`config.mk`:
```
export PLATFORM = sky130hd
export DESIGN_NAME = simon_fsm_gen
export DESIGN_NICKNAME = d
export VERILOG_FILES = /design/src/rtl/simon_fsm_gen.sv
export SDC_FILE = /design/constraint.sdc
export NUM_CORES = 1
export LEC_CHECK = 0
export CORE_ASPECT_RATIO = 0.75
export CORE_MARGIN = 3
export CORE_UTILIZATION = 56
export DETAILED_ROUTE_END_ITERATION = 8
export GPL_ROUTABILITY_DRIVEN = 0
export HOLD_SLACK_MARGIN = 0.05
export PLACE_DENSITY = 0.8
export SYNTH_ARGS = -nofsm -noshare
export SYNTH_HDL_FRONTEND = slang
export SYNTH_SLANG_ARGS = --single-unit
export TNS_END_PERCENT = 1
```
`constraint.sdc`:
```
create_clock -name clk_tick -period 3 [get_ports clk_tick]
set_clock_uncertainty 0.1 [all_clocks]
set_input_delay 0.45 -clock clk_tick [delete_from_list [all_inputs] [get_ports clk_tick]]
set_output_delay 0.45 -clock clk_tick [all_outputs]
set_load 0.05 [all_outputs]
```
`src/rtl/simon_fsm_gen.sv`:
```
// Simon game controller: fills an external sequence memory from a random source,
// plays back rounds on the LEDs, checks player presses, and tracks best score and win.
module simon_fsm_gen #(
   parameter int NUM_COLORS    = 4,
   parameter int MAX_LEN       = 16,
   parameter int ON_TICKS      = 4,
   parameter int OFF_TICKS     = 2,
   parameter int TIMEOUT_TICKS = 64,
   localparam int CW = ($clog2(NUM_COLORS) > 1) ? $clog2(NUM_COLORS) : 1,
   localparam int AW = $clog2(MAX_LEN),
   localparam int LW = $clog2(MAX_LEN + 1)
) (
   input  logic                  clk_tick,
   input  logic                  reset_n,
   input  logic                  start,
   input  logic [CW-1:0]         rnd_val,
   output logic                  rnd_enable,
   output logic                  write_en,
   output logic [AW-1:0]         wr_addr,
   output logic [CW-1:0]         wr_data,
   output logic [AW-1:0]         rd_addr,
   input  logic [CW-1:0]         rd_data,
   input  logic                  btn_valid,
   input  logic [CW-1:0]         btn_val,
   output logic [NUM_COLORS-1:0] led,
   output logic                  error_led,
   output logic                  win_led,
   output logic [LW-1:0]         level,
   output logic [LW-1:0]         best_level,
   output logic [2:0]            state
);

   localparam int TMAX_AB = (ON_TICKS > OFF_TICKS) ? ON_TICKS : OFF_TICKS;
   localparam int TMAX    = (TMAX_AB > TIMEOUT_TICKS) ? TMAX_AB : TIMEOUT_TICKS;
   localparam int TW      = $clog2(TMAX + 1);
   localparam logic [CW:0] NC = (CW+1)'(NUM_COLORS);

   typedef enum logic [2:0] {
      IDLE     = 3'd0,
      INIT     = 3'd1,
      SHOW_ON  = 3'd2,
      SHOW_OFF = 3'd3,
      WAIT     = 3'd4,
      CHECK    = 3'd5,
      ERROR    = 3'd6,
      WIN      = 3'd7
   } state_t;

   state_t          cur;
   logic [LW-1:0]   init_idx;
   logic [LW-1:0]   play_idx;
   logic [LW-1:0]   input_idx;
   logic [TW-1:0]   timer;
   logic [CW-1:0]   latched;

   logic [CW-1:0]         rnd_mod;
   logic [NUM_COLORS-1:0] rd_onehot;
   logic                  press_ok;
   logic                  last_press;

   // Random values can exceed the colour range by less than NUM_COLORS, so one subtract folds them.
   assign rnd_mod    = ({1'b0, rnd_val} >= NC) ? CW'({1'b0, rnd_val} - NC) : rnd_val;
   assign rd_onehot  = NUM_COLORS'(1) << rd_data;
   assign press_ok   = ({1'b0, latched} < NC) && (latched == rd_data);
   assign last_press = (input_idx + 1'b1) == level;
   assign state      = cur;

   always_ff @(posedge clk_tick or negedge reset_n) begin
      if (!reset_n) begin
         cur        <= IDLE;
         rnd_enable <= 1'b0;
         write_en   <= 1'b0;
         wr_addr    <= '0;
         wr_data    <= '0;
         rd_addr    <= '0;
         led        <= '0;
         error_led  <= 1'b0;
         win_led    <= 1'b0;
         level      <= '0;
         best_level <= '0;
         init_idx   <= '0;
         play_idx   <= '0;
         input_idx  <= '0;
         timer      <= '0;
         latched    <= '0;
      end else begin
         write_en   <= 1'b0;
         rnd_enable <= 1'b0;
         case (cur)
            IDLE: begin
               if (start) begin
                  cur      <= INIT;
                  init_idx <= '0;
                  level    <= '0;
               end
            end
            INIT: begin
               if (init_idx < LW'(MAX_LEN)) begin
                  write_en   <= 1'b1;
                  rnd_enable <= 1'b1;
                  wr_addr    <= AW'(init_idx);
                  wr_data    <= rnd_mod;
                  init_idx   <= init_idx + 1'b1;
               end else begin
                  cur      <= SHOW_ON;
                  level    <= LW'(1);
                  play_idx <= '0;
                  rd_addr  <= '0;
                  timer    <= '0;
               end
            end
            SHOW_ON: begin
               led <= rd_onehot;
               if (timer == TW'(ON_TICKS - 1)) begin
                  timer <= '0;
                  cur   <= SHOW_OFF;
               end else begin
                  timer <= timer + 1'b1;
               end
            end
            SHOW_OFF: begin
               led <= '0;
               if (timer == TW'(OFF_TICKS - 1)) begin
                  timer    <= '0;
                  play_idx <= play_idx + 1'b1;
                  if ((play_idx + 1'b1) == level) begin
                     cur       <= WAIT;
                     input_idx <= '0;
                     rd_addr   <= '0;
                  end else begin
                     cur     <= SHOW_ON;
                     rd_addr <= AW'(play_idx + 1'b1);
                  end
               end else begin
                  timer <= timer + 1'b1;
               end
            end
            WAIT: begin
               led <= '0;
               // A press on the final timeout cycle still counts as a press.
               if (btn_valid) begin
                  latched <= btn_val;
                  cur     <= CHECK;
               end else if (timer == TW'(TIMEOUT_TICKS - 1)) begin
                  cur       <= ERROR;
                  error_led <= 1'b1;
               end else begin
                  timer <= timer + 1'b1;
               end
            end
            CHECK: begin
               if (press_ok) begin
                  if (!last_press) begin
                     input_idx <= input_idx + 1'b1;
                     rd_addr   <= rd_addr + 1'b1;
                     timer     <= '0;
                     cur       <= WAIT;
                  end else begin
                     if (level > best_level) best_level <= level;
                     if (level == LW'(MAX_LEN)) begin
                        cur     <= WIN;
                        win_led <= 1'b1;
                        led     <= '1;
                     end else begin
                        level    <= level + 1'b1;
                        play_idx <= '0;
                        rd_addr  <= '0;
                        timer    <= '0;
                        cur      <= SHOW_ON;
                     end
                  end
               end else begin
                  cur       <= ERROR;
                  error_led <= 1'b1;
               end
            end
            ERROR: begin
               led <= '0;
               if (start) begin
                  cur       <= INIT;
                  init_idx  <= '0;
                  level     <= '0;
                  error_led <= 1'b0;
               end else if (btn_valid) begin
                  cur       <= SHOW_ON;
                  level     <= LW'(1);
                  play_idx  <= '0;
                  rd_addr   <= '0;
                  timer     <= '0;
                  error_led <= 1'b0;
               end
            end
            WIN: begin
               if (start) begin
                  cur      <= INIT;
                  init_idx <= '0;
                  level    <= '0;
                  win_led  <= 1'b0;
                  led      <= '0;
               end else if (btn_valid) begin
                  cur     <= IDLE;
                  level   <= '0;
                  win_led <= 1'b0;
                  led     <= '0;
               end
            end
            default: cur <= IDLE;
         endcase
      end
   end

endmodule
```
* Yosys cells after proc, flatten, opt, wreduce, memory -nomap -nowiden *
Index checks and enable logic that the tools add are counted.

storage, ports and cells
  flip-flop bits (word level) = 54
  input bits = 10
  output and inout bits = 31
  logic and storage cells = 160

cells by class
  $add $sub $neg = 6
  magnitude comparators = 2
  equal/unequal tests = 36
  shifts and indexed selects = 1
  muxes and demuxes = 76
  reductions and logical operators = 24

operators with widths
  operator               number
  $mux W5                20
  $mux W7                10
  $mux W4                12
  $mux W3                14
  $pmux W7 S6            1
  $ne A2 B2 Y1 const B   17
  $pmux W4 S4            2
  $pmux W5 S5            1
  $pmux W3 S8            1
  $reduce_and A8 Y1      3
  $add A5 B1 Y5 const B  4
  $pmux W5 S2            2
  $pmux W5 S4            1
  $reduce_and A5 Y1      4
  $reduce_and A7 Y1      2
  $eq A3 B3 Y1 const B   4
  $ne A3 B3 Y1 const B   4
  $eq A5 B5 Y1           2
  $mux W1                10
  $reduce_bool A4 Y1     2
  $add A7 B1 Y7 const B  1
  $eq A7 B1 Y1 const B   1
  $eq A7 B2 Y1 const B   1
  $eq A7 B6 Y1 const B   1
  other kinds (20)       25

* Depth between registers and ports, before layout *
Gate-level depths: netlist of the first run.

  word-level depth = 5
  gate-level depth with buffers = 10
  mapped depth without buffers = 8

* Worst setup path before layout of the first run *
OpenSTA, ideal clock, no wires.

  kind = reg-to-reg
  start = reg level[1]
  end = reg best_level[0]
  library setup time = 125 ps
  data arrival time = 2280 ps
  required time = 2775 ps
  path slack = 495 ps
  stages on the path, launching flop included = 9
  buffers on the path = 1
  period minus slack after synthesis = 2505 ps
  cells stage by stage = dfrtp_1 > ha_1 > nor2b_1 > o21a_1 > o21a_1 > o21a_1 > o2111a_1 > buf_6 > mux2_4

between the ends
  cells in the longest elaborated chain, start to end = 2
  elaborated cells on any way between the ends = 3
  those cells by class = order compare (1); eq/ne (1); reduce/logical (1)

RTL lines
  element                                       RTL line  RTL
  from (decl)                                   28        output logic [LW-1:0] level,
  from (signal assigned)                        165       level <= level + 1'b1;
  $gt A5 B5 Y1 or $eq A5 B5 Y1 (tied branches)  159, 65
  $reduce_and A4 Y1 (no line) (*)               -
  to (signal assigned)                          159       if (level > best_level) best_level <= level;
  to (decl)                                     29        output logic [LW-1:0] best_level,

Mark *: on every way between the ends. The rest lies on a longest branch, timed or not.
A chain may end at the register's enable or synchronous reset.

* Final worst setup path of the first run *
  start = reg input_idx[0]
  end = reg best_level[2]

between the ends
  cells in the longest elaborated chain, start to end = 3

RTL lines
  element                      RTL line  RTL
  from (decl)                  52        logic [LW-1:0] input_idx;
  from (signal assigned)       154       input_idx <= input_idx + 1'b1;
  $add A5 B1 Y5                65        assign last_press = (input_idx + 1'b1) == level;
  $eq A5 B5 Y1                 65
  $reduce_and A4 Y1 (no line)  -

Every way passes these cells.

==> results of run 1 <==
==> power groups by stage <==
stage	registers [uW]	clock network [uW]	logic, uW
after detailed placement	1150	0	1910
after global placement	1150	0	1890
final	1140	405	1940
after floorplan	1440	0	1070
after CTS	1140	412	1920
after global routing	1180	451	2090
==> cell families (layout without fill, tap and decap cells) <==
kind of cell	Yosys count	count (layout)	share of synthesized area
xor+xnor	16	16	0.0464
fa+ha+maj	14	14	0.0497
flops	54	54	0.389
simple gates	124	124	0.181
compound gates	108	108	0.222
buf+inv	39	78	0.0515
mux	19	19	0.0608
==> worst paths after layout <==
path                                  to  slack, ps  cells past startpoint
hold / removal                    led[3]        400                      1
hold reg to reg                   led[3]        400                      1
setup / recovery           best_level[2]        350                      7
max in group asynchronous         led[2]       1740                      3
setup reg to reg           best_level[2]        350                      7
min in group asynchronous  best_level[1]        440                      2
==> stage by stage <==
step                      total power (uW)  hold slack (ps)  cells
after floorplan                       2510             54.4    374
after global placement                3040              247    484
after detailed placement              3070              248    484
after CTS                             3480              406    491
after global routing                  3720              427    491
final                                 3480              397    491
==> Yosys cell counts (6+ instances only) <==
master | n | area, um^2
o21ai_1 | 7 | 35.0
xor2_1 | 6 | 52.6
o21a_1 | 6 | 45.0
a31oi_1 | 9 | 56.3
buf_2 | 8 | 40.0
nor2_1 | 24 | 90.1
clkbuf_1 | 9 | 33.8
nand2_1 | 39 | 146
nand3_1 | 21 | 105
dfrtp_1 | 54 | 1350
mux2_2 | 9 | 101
o22a_1 | 6 | 52.6
xnor2_1 | 8 | 70.1
a21oi_1 | 20 | 100
mux2i_1 | 8 | 80.1
inv_1 | 15 | 56.3
ha_1 | 13 | 163
o21ai_0 | 18 | 90.1
==> flip-flops by register name, summed over array words and instances, names as in the netlist <==
| register | count |
|---|---|
| error_led | 1 |
| wr_addr | 4 |
| timer | 7 |
| wr_data | 2 |
| init_idx | 5 |
| write_en | 1 |
| rd_addr | 4 |
| latched | 2 |
| level | 5 |
| state | 3 |
| play_idx | 5 |
| win_led | 1 |
| led | 4 |
| input_idx | 5 |
| best_level | 5 |
==> per-layer routing <==
metal | wire (um) | vias to the layer above | global-route usage | share of wire
li1 | - | 1449 | - | -
met1 | 3970 | 1440 | 0.355 | 0.49
met2 | 3480 | 136 | 0.356 | 0.43
met3 | 672 | 8 | 0.0515 | 0.082
met4 | 40 | 0 | 0.0483 | 0.0049
met5 | 0 | - | 0 | 0
==> cell type report <==
cell class	instances	area (um^2)
Inverter	17	63.8
Multi-Input combinational cell	281	1950
Tap cell	78	97.6
Clock buffer	6	82.6
Sequential cell	54	1350
Fill cell	475	1860
Timing Repair Buffer	55	510
==> flow_metrics.py, run 1 <==
metrics = {
    "run_status": {
        "status": "finished clean",
    },
    "sta": {
        "fin_crit_sh": 0.885,
        "post-route-min-period_ps": 2650,
        "max_freq_mhz": 377,
        "setup_ws_ps": 346,
        "maxSlewHeadroom": 0.580,
        "rsz0062_at_grt": "no",
        "slew_violations": 0,
        "hold_viol": 0,
        "setup_viol": 0,
        "worst_pin_slew_ps": 629,
        "finalSetupTns_ps": 0,
    },
    "clock_network": {
        "htree_levels": 2,
        "cts_tree": "built",
        "post_cts_buffers": 0,
        "clockBufferDepth": 2,
        "cts.sink_count": 54,
        "root_buffer": "clkbuf_8",
        "cts_resized": 0,
        "clk_pin_slew_ps": 90,
        "numCtsBuffers": 5,
        "clk_latency_ps": 300,
        "ctsHoldBuffers": 1,
    },
    "floorplanning": {
        "die_y_um": 74.2,
        "num_rows": 24,
        "fp.dieW_um": 97.0,
        "core-area_mm2": 0.00592,
        "die_area_mm2": 0.00720,
        "io_pins": 41,
        "start_util": 0.588,
    },
    "worst_hold_path": {
        "hold_class": "reg -> reg",
        "min_from": "led[3]",
    },
    "cells_and_area": {
        "postLayoutCoreUtil": 0.685,
        "layout-drive-gt1-share": 0.119,
        "layout_common_cells": "54 x dfrtp_1, 39 x nand2_1, 39 x clkdlybuf4s50_1",
        "nNetsFinal": 437,
        "antenna_cells": 0,
        "syn_to_final_growth_pct": 16.6,
        "mostFrequentLayoutCell": "dfrtp_1",
        "final_cell_area_mm2": 0.00405,
    },
    "drt": {
        "vias": 3033,
        "drc": 0,
        "ant_nets": 0,
        "post_drt_via_cell_ratio": 6.18,
        "dr.pass1.iters": 5,
        "drt-initial-drc-count": 349,
        "finalWirelength_um": 8150,
        "wl_per_cell_um": 16.6,
    },
    "power_and_ir_drop": {
        "p_comb_frac": 0.555,
        "swShare": 0.477,
        "leakage_uw": 0.00167,
        "net-switching-power_uw": 1660,
        "sequentialPowerShare": 0.328,
        "power_density_mw_per_mm2": 860,
        "ir_worst_vdd_mv": 0.535,
        "intPower_uw": 1820,
        "power.share.clock": 0.116,
    },
    "synthesis": {
        "synthesis.area_mm2": 0.00348,
        "synth-main-ff-cell": "dfrtp_1",
        "yosys_warnings": 0,
        "ys_types": 74,
        "synthArstFlopShare": 1.00,
        "syn_inst": 374,
        "avgSynthCellArea_um2": 9.29,
        "synth-edff-count": 0,
        "syn_nets": 397,
        "ys_ff_latch": 54,
        "ys_seq_area_frac": 0.389,
    },
    "job": {
        "drv_cap": 0,
    },
    "worst_setup_path": {
        "crit_slowest_cell": "a211o_1",
        "endpoint_kind": "register",
        "path_buf_inv": 0,
        "path_class": "reg -> reg",
        "critical-path-top-delay-family": "compound AO/OA/AOI/OAI gates",
        "critical-path-max-stage-delay_ps": 450,
        "crit_chain": "ha_1 > xnor2_1 > o211ai_2 > a211o_1 > nor2_4 > o2111a_1 > mux2_4",
        "r2r-start": "input_idx[0]",
        "arrival_ps": 2750,
        "cp-start-kind": "register",
        "crit_start": "input_idx[0]",
        "worstPathMaxFanout": 9,
        "crit_required_ps": 3100,
    },
    "placed_design": {
        "hpwlAfterDp_um": 6060,
        "pre_cts_ws_ps": 376,
        "placed_area_mm2": 0.00396,
        "io_buffers": 40,
    },
    "global_routing": {
        "antenna_found_initial": 0,
        "grt_pass1_wl_um": 14000,
        "grt_pass1_vias": 2960,
        "grt_use_total": 0.237,
        "grt_max_degree": 25,
        "grt.overflow.total": 0,
    },
}
Power figures use the tool's default switching activity.
==> inputs of run 2 (changes only) <==
Settings changed: CORE_ASPECT_RATIO 0.75 to 1.25, CTS_CLUSTER_DIAMETER set to 100.
==> flow_metrics.py, run 2 (synthesis results as in run 1) <==
metrics = {
    "sta": {
        "fin_crit_sh": 0.864,
        "worst_pin_slew_ps": 621,
        "rsz0062_at_grt": "no",
        "maxSlewHeadroom": 0.585,
        "setup_viol": 0,
        "finalSetupTns_ps": 0,
        "setup_ws_ps": 407,
        "max_freq_mhz": 386,
        "post-route-min-period_ps": 2590,
        "hold_viol": 0,
        "slew_violations": 0,
    },
    "worst_setup_path": {
        "crit_chain": "ha_1 > xnor2_1 > o211ai_2 > a211o_1 > nor2_4 > o2111a_1 > mux2_4",
        "crit_slowest_cell": "a211o_1",
        "path_buf_inv": 0,
        "worstPathMaxFanout": 9,
        "critical-path-top-delay-family": "compound AO/OA/AOI/OAI gates",
        "endpoint_kind": "register",
        "crit_required_ps": 3110,
        "cp-start-kind": "register",
        "path_class": "reg -> reg",
        "critical-path-max-stage-delay_ps": 440,
        "arrival_ps": 2710,
    },
    "power_and_ir_drop": {
        "ir_worst_vdd_mv": 0.439,
        "power_density_mw_per_mm2": 860,
        "leakage_uw": 0.00166,
        "total_power_uw": 3470,
    },
    "clock_network": {
        "root_buffer": "clkbuf_8",
        "numCtsBuffers": 5,
        "clk_pin_slew_ps": 100,
        "clk_latency_ps": 320,
        "post_cts_buffers": 0,
        "ctsHoldBuffers": 1,
        "clockBufferDepth": 2,
        "cts.sink_count": 54,
        "htree_levels": 2,
        "cts_resized": 0,
        "cts_tree": "built",
    },
    "global_routing": {
        "grt_pass1_vias": 2947,
        "grt_pass1_wl_um": 13800,
        "grt_max_degree": 32,
        "use_met3": 0.0355,
        "grt.overflow.total": 0,
        "grt_use_total": 0.235,
        "grt_use_met2": 0.419,
        "met1_usage": 0.292,
        "antenna_found_initial": 0,
        "grt.busiest_layer": "met2",
    },
    "placed_design": {
        "io_buffers": 40,
        "pre_cts_ws_ps": 345,
        "hpwlAfterDp_um": 6050,
    },
    "floorplanning": {
        "start_util": 0.590,
        "io_pins": 41,
        "die_area_mm2": 0.00719,
        "die_y_um": 94.1,
        "num_rows": 31,
        "core-area_mm2": 0.00590,
        "fp.dieW_um": 76.5,
    },
    "cells_and_area": {
        "layout_common_cells": "54 x dfrtp_1, 39 x nand2_1, 39 x clkdlybuf4s50_1",
        "multi_input_area_mm2": 0.00195,
        "regArea_mm2": 0.00135,
        "antenna_cells": 0,
        "syn_to_final_growth_pct": 16.2,
        "mostFrequentLayoutCell": "dfrtp_1",
        "largest_reg_flops": 7,
        "fillers": 465,
        "max_flop_register": "timer",
        "layout-drive-gt1-share": 0.114,
        "nNetsFinal": 433,
    },
    "drt": {
        "wl_per_cell_um": 16.3,
        "dr.pass1.iters": 5,
        "finalWirelength_um": 8020,
        "ant_nets": 0,
        "drt-initial-drc-count": 237,
        "vias": 2998,
        "post_drt_via_cell_ratio": 6.08,
        "drc": 0,
    },
    "run_status": {
        "status": "finished clean",
    },
    "worst_hold_path": {
        "hold_class": "reg -> reg",
    },
    "job": {
        "drv_cap": 0,
    },
}
[run 2: cell types whose count changed in the layout (fill, tap and decap cells not counted), sizes merged]
| cell | previous run | this run |
|---|---|---|
| buf | 15 | 11 |
| clkbuf | 6 | 5 |
| clkinv | 0 | 1 |
| clkinvlp | 0 | 1 |
| inv | 17 | 18 |
[run 2: final cells by class]
cell class,instances,area share
multi-input combinational,281,0.482
clock buffer,5,0.0170
clock inverter,3,0.00620
inverter,17,0.0158
tap,82,0.0254
sequential,54,0.335
timing repair buffer,51,0.119
[run 2: layer usage]
metal,up-vias,part of all wire
met4,0,0.0052
met1,1461,0.42
met2,86,0.53
met3,3,0.047
met5,-,0
li1,1448,-
[run 2: path summary, 6_finish.rpt]
check,from,endpoint,slack [ps],cells past startpoint
max in group asynchronous,reset_n,led[0],1470,3
worst max-delay path,input_idx[0],best_level[0],410,7
worst min-delay path,play_idx[4],play_idx[4],410,1
min in group asynchronous,reset_n,best_level[1],540,2
worst min register to register,play_idx[4],play_idx[4],410,1
worst max register to register,input_idx[0],best_level[0],410,7
[run 2: report_power, final]
group	total, uW	internal, uW	switching, uW
sequential	1140	919	225
clock	429	169	260
combinational	1900	709	1190
[run 2: stage by stage]
stage	hold slack, ps	util	std cells	instance area [um^2]
4_1_cts	416	0.685	493	4040
3_3_place_gp	365	0.667	484	3930
2_1_floorplan	54.4	-	374	3480
5_1_grt	423	0.685	493	4040
6_report	414	0.685	493	4040
3_5_place_dp	367	0.667	484	3930
==> inputs of run 3 (changes only) <==
Settings changed: CORE_UTILIZATION 56 to 60, DONT_BUFFER_PORTS set to 1, PLACE_DENSITY 0.8 to 0.76.
==> flow_metrics.py, run 3 (synthesis results as in run 1) <==
metrics = {
    "run_status": {
        "status": "finished clean",
    },
    "sta": {
        "post-route-min-period_ps": 2620,
        "maxSlewHeadroom": 0.420,
        "fin_crit_sh": 0.874,
        "rsz0062_at_grt": "no",
        "finalSetupTns_ps": 0,
        "worst_pin_slew_ps": 870,
        "max_freq_mhz": 381,
        "setup_viol": 0,
        "slew_violations": 0,
        "hold_viol": 0,
        "setup_ws_ps": 378,
    },
    "cells_and_area": {
        "antenna_cells": 0,
        "postLayoutCoreUtil": 0.676,
        "largest_reg_flops": 7,
        "final_cell_area_mm2": 0.00373,
        "max_flop_register": "timer",
        "mostFrequentLayoutCell": "dfrtp_1",
        "syn_to_final_growth_pct": 7.31,
        "nNetsFinal": 402,
        "layout_common_cells": "54 x dfrtp_1, 39 x nand2_1, 24 x nor2_1",
        "layout-drive-gt1-share": 0.145,
    },
    "drt": {
        "post_drt_via_cell_ratio": 6.51,
        "drc": 0,
        "vias": 2889,
        "drt-initial-drc-count": 203,
        "dr.pass1.iters": 4,
        "wl_per_cell_um": 17.9,
        "ant_nets": 0,
        "finalWirelength_um": 7930,
    },
    "global_routing": {
        "antenna_found_initial": 0,
        "grt_pass1_wl_um": 13300,
        "grt_pass1_vias": 2878,
        "grt_max_degree": 55,
        "grt.overflow.total": 0,
        "grt_use_total": 0.249,
    },
    "worst_setup_path": {
        "endpoint_kind": "register",
        "path_class": "reg -> reg",
        "arrival_ps": 2740,
        "crit_required_ps": 3120,
        "cp-start-kind": "register",
        "worstPathMaxFanout": 9,
    },
    "placed_design": {
        "io_buffers": 0,
        "pre_cts_ws_ps": 398,
        "hpwlAfterDp_um": 5900,
        "placed_area_mm2": 0.00358,
    },
    "floorplanning": {
        "fp.dieW_um": 74.1,
        "core-area_mm2": 0.00552,
        "num_rows": 30,
        "die_y_um": 91.1,
        "start_util": 0.630,
        "die_area_mm2": 0.00675,
        "io_pins": 41,
    },
    "clock_network": {
        "clk_latency_ps": 320,
        "root_buffer": "clkbuf_8",
        "clk_pin_slew_ps": 100,
        "cts_tree": "built",
        "clockBufferDepth": 2,
        "cts.sink_count": 54,
        "cts_resized": 0,
        "htree_levels": 2,
        "numCtsBuffers": 5,
        "post_cts_buffers": 0,
    },
    "power_and_ir_drop": {
        "leakage_uw": 0.00157,
        "ir_worst_vdd_mv": 0.700,
        "total_power_uw": 3340,
        "power_density_mw_per_mm2": 896,
    },
    "worst_hold_path": {
        "hold_class": "in -> reg",
    },
    "job": {
        "drv_cap": 0,
    },
}
[run 3: cell count changes in the layout (fill, tap and decap cells not counted), sizes merged]
cell / previous run / this run
inv: 18 / 19
clkinvlp: 1 / 0
clkdlybuf4s50: 39 / 0
clkinv: 1 / 0
bufinv: 0 / 1
buf: 11 / 19
[run 3: metal layers]
layer	GRT usage	part of all wire	routed length, um
met4	0.107	0.028	221
met2	0.416	0.51	4080
met3	0.0476	0.050	393
met5	0	0	0
met1	0.306	0.41	3240
[run 3: final timing paths]
| kind | from | end | slack [ps] | cells after the start |
|---|---|---|---|---|
| max in group asynchronous | reset_n | input_idx[3] | 2010 | 2 |
| max reg2reg | input_idx[0] | best_level[2] | 380 | 7 |
| max | input_idx[0] | best_level[2] | 380 | 7 |
| min in group asynchronous | reset_n | best_level[0] | 520 | 2 |
| min | btn_val[0] | latched[0] | 180 | 1 |
| min reg2reg | play_idx[4] | play_idx[4] | 420 | 1 |
[run 3: cell type report]
| type | count | area (um^2) |
|---|---|---|
| Clock inverter | 3 | 47.5 |
| Fill cell | 449 | 1790 |
| Timing Repair Buffer | 20 | 173 |
| Tap cell | 64 | 80.1 |
| Sequential cell | 54 | 1350 |
| Inverter | 17 | 63.8 |
| Multi-Input combinational cell | 281 | 1950 |
| Clock buffer | 5 | 68.8 |
[run 3: critical path: stages, from the launching register on]
cell and delay, ps:
dfrtp_1 440, ha_1 340, xnor2_1 180, o211ai_2 150, a211o_1 450, nor2_4 160
o2111a_1 380, mux2_4 330
[run 3: timing repair]
item,in CTS,in global routing
endpoints found under the hold margin,54,0
endpoints found under the setup margin,0,0
hold buffers,2,0
[run 3: stage by stage]
stage	instances	hold slack (ps)
after floorplan	374	54.4
after global placement	434	55.6
after detailed placement	434	55.6
after CTS	444	171
after global routing	444	169
final	444	177
[run 3: where the power goes]
group	switching, uW	leakage (uW)	internal [uW]
combinational	806	0.000818	530
sequential	571	0.000697	912
clock	266	0.0000591	255
total	1640	0.00157	1700
==> edit (settings of run 3) <==
Add an input register stage for `start`, `rnd_val`, `rd_data`, `btn_valid` and `btn_val`; this delays them by one clock.
--- a/src/rtl/simon_fsm_gen.sv
+++ b/src/rtl/simon_fsm_gen.sv
@@ -46,6 +46,20 @@
       WIN      = 3'd7
    } state_t;
 
+   logic start_q;
+   logic [CW-1:0] rnd_val_q;
+   logic [CW-1:0] rd_data_q;
+   logic btn_valid_q;
+   logic [CW-1:0] btn_val_q;
+
+   always_ff @(posedge clk_tick) begin
+      start_q     <= start;
+      rnd_val_q   <= rnd_val;
+      rd_data_q   <= rd_data;
+      btn_valid_q <= btn_valid;
+      btn_val_q   <= btn_val;
+   end
+
    state_t          cur;
    logic [LW-1:0]   init_idx;
    logic [LW-1:0]   play_idx;
@@ -59,9 +73,9 @@
    logic                  last_press;
 
    // Random values can exceed the colour range by less than NUM_COLORS, so one subtract folds them.
-   assign rnd_mod    = ({1'b0, rnd_val} >= NC) ? CW'({1'b0, rnd_val} - NC) : rnd_val;
-   assign rd_onehot  = NUM_COLORS'(1) << rd_data;
-   assign press_ok   = ({1'b0, latched} < NC) && (latched == rd_data);
+   assign rnd_mod    = ({1'b0, rnd_val_q} >= NC) ? CW'({1'b0, rnd_val_q} - NC) : rnd_val_q;
+   assign rd_onehot  = NUM_COLORS'(1) << rd_data_q;
+   assign press_ok   = ({1'b0, latched} < NC) && (latched == rd_data_q);
    assign last_press = (input_idx + 1'b1) == level;
    assign state      = cur;
 
@@ -88,7 +102,7 @@
          rnd_enable <= 1'b0;
          case (cur)
             IDLE: begin
-               if (start) begin
+               if (start_q) begin
                   cur      <= INIT;
                   init_idx <= '0;
                   level    <= '0;
@@ -138,8 +152,8 @@
             WAIT: begin
                led <= '0;
                // A press on the final timeout cycle still counts as a press.
-               if (btn_valid) begin
-                  latched <= btn_val;
+               if (btn_valid_q) begin
+                  latched <= btn_val_q;
                   cur     <= CHECK;
                end else if (timer == TW'(TIMEOUT_TICKS - 1)) begin
                   cur       <= ERROR;
@@ -176,12 +190,12 @@
             end
             ERROR: begin
                led <= '0;
-               if (start) begin
+               if (start_q) begin
                   cur       <= INIT;
                   init_idx  <= '0;
                   level     <= '0;
                   error_led <= 1'b0;
-               end else if (btn_valid) begin
+               end else if (btn_valid_q) begin
                   cur       <= SHOW_ON;
                   level     <= LW'(1);
                   play_idx  <= '0;
@@ -191,13 +205,13 @@
                end
             end
             WIN: begin
-               if (start) begin
+               if (start_q) begin
                   cur      <= INIT;
                   init_idx <= '0;
                   level    <= '0;
                   win_led  <= 1'b0;
                   led      <= '0;
-               end else if (btn_valid) begin
+               end else if (btn_valid_q) begin
                   cur     <= IDLE;
                   level   <= '0;
                   win_led <= 1'b0;
Check against the original RTL: not equivalent (a bounded check fails within 4 cycles, from zero or initial values and one cycle with reset_n low).
==> edit against run 3 <==
- count of clock-buffer cells in the layout grew 7
- hold slack gained 0.14 ns
- power grew 19%
- final area grew 7.6%
- setup slack lost 0.16 ns
- sequential cell count grew 8
- wire length grew 2.4%
- area after synthesis grew 2.0%
- non-clock buffer count grew 8
- combinational power grew 20%
==> edit: results (changes against run 3) <==
Status
  • Outcome: completed

Routing
  • Final wirelength: 8130 um (+2.4%)
  • Avg Vias per Cell: 6.32 (-2.9%)
  • First-pass DRT Iterations: 5 (+1)
  • Met2 WL post-DR: 4030 um (-1.2%)
  • 1st-iter DRT viols: 185 (-8.9%)

Clock tree
  • TritonCTS sink count: 62 (+15%)
  • # hold bufs at CTS: 10 (+8)
  • Inserted Clock Buffers: 9 (+4)
  • Clk slew on worst S/H paths: 0.07 ns (-0.03 ns)
  • Worst-Skew Late Latency: 0.35 ns (+0.03 ns)

Placement
  • Dpl cells: 435 (+0.23%)
  • DP Worst Slack: 0.246 ns (-0.152 ns)
  • Detailed Place HPWL: 5550 um (-6.0%)
  • Dpl cell area: 3680 um2 (+3.0%)

GRT
  • Global routing usage on met3: 6.91% (+2.1 points)
  • Met1 Use GR: 33.3% (+2.7 points)
  • First-pass GRT wire length: 13700 um (+2.6%)
  • Met2 track demand over resource: 42.1% (+0.44 points)
  • Gr usage total: 26.1% (+1.1 points)

Power
  • Switching pwr: 1.83 mW (+12%)
  • Leakage: 1.77 nW (+12%)
  • Peak VDD IR: 825 uV (+18%)

Yosys
  • Cell count after synthesis: 368 (-1.6%)
  • Synthesized Nets: 391 (-1.5%)
  • Post-synthesis sequential area ratio: 42.6% (+3.7 points)
  • Async set or reset register ratio after synthesis: 87.1% (-13 points)
  • Synth cell types: 66 (-11%)

Cells and area
  • Non-clock inverters: 21 (+4)
  • Buffering overhead: 6.29% (+1.7 points)
  • Final net count: 415 (+3.2%)
  • Clock buf count: 12 (+7)
  • Clock-cell share: 5.36% (+2.2 points)
  • Non-clock buffers: 28 (+40%)
  • Area taken by multi-input logic gates: 1880 um2 (-3.5%)
  • Multi-input logic cell count: 270 (-3.9%)
  • Filler cell count: 411 (-8.5%)
  • Non-Filler Instances: 461 (+3.8%)
  • Area growth from synthesis to layout: 13.2%
  • Fraction of area in registers: 37.6% (+1.4 points)

Critical path
  • R2R Setup Slk: 0.22 ns (-0.16 ns)
  • Worst EP arrival: 2.91 ns (+0.17 ns)
  • Max stage delay cell, worst path: o41a_2
  • Max stage delay on crit path: 0.57 ns (+0.12 ns)

Hold path
  • Hold path cells: 2 (+1)
  • Hold_sp: rnd_mod[1]
  • Hold Path Sink: wr_data[1]
  • Min-Delay Path Class: reg -> reg

Die
  • Core Box Area: 5590 um2 (+1.4%)

Timing
  • Worst slew pin tran: 0.866 ns (-0.00443 ns)
  • Peak Freq: 0.360 GHz (-5.6%)
==> edit: cell types whose count changed in the layout (fill, tap and decap cells not counted), sizes merged, moves of 5 or more <==
cell	before	now
dfxtp	0	8
o22a	6	1
clkbuf	5	12
nand2	39	45
a31oi	10	5
nand2b	1	8
o31ai	3	11
dlygate4sd3	1	9
a21oi	21	10
==> edit: cell families after synthesis <==
family,synth area share (%)
simple gates,19.1
compound gates,17.0
flops,42.6
buf+inv,4.45
mux,7.55
xor+xnor,4.34
fa+ha+maj,4.87
==> edit: power groups by stage <==
| stage | registers [mW] | logic (mW) | clock network [mW] |
|---|---|---|---|
| 4_1_cts | 1.55 | 1.59 | 0.815 |
| 2_1_floorplan | 1.52 | 1.22 | 0 |
| 6_report | 1.56 | 1.61 | 0.810 |
| 3_3_place_gp | 1.56 | 1.52 | 0 |
| 5_1_grt | 1.59 | 1.77 | 0.860 |
| 3_5_place_dp | 1.56 | 1.55 | 0 |
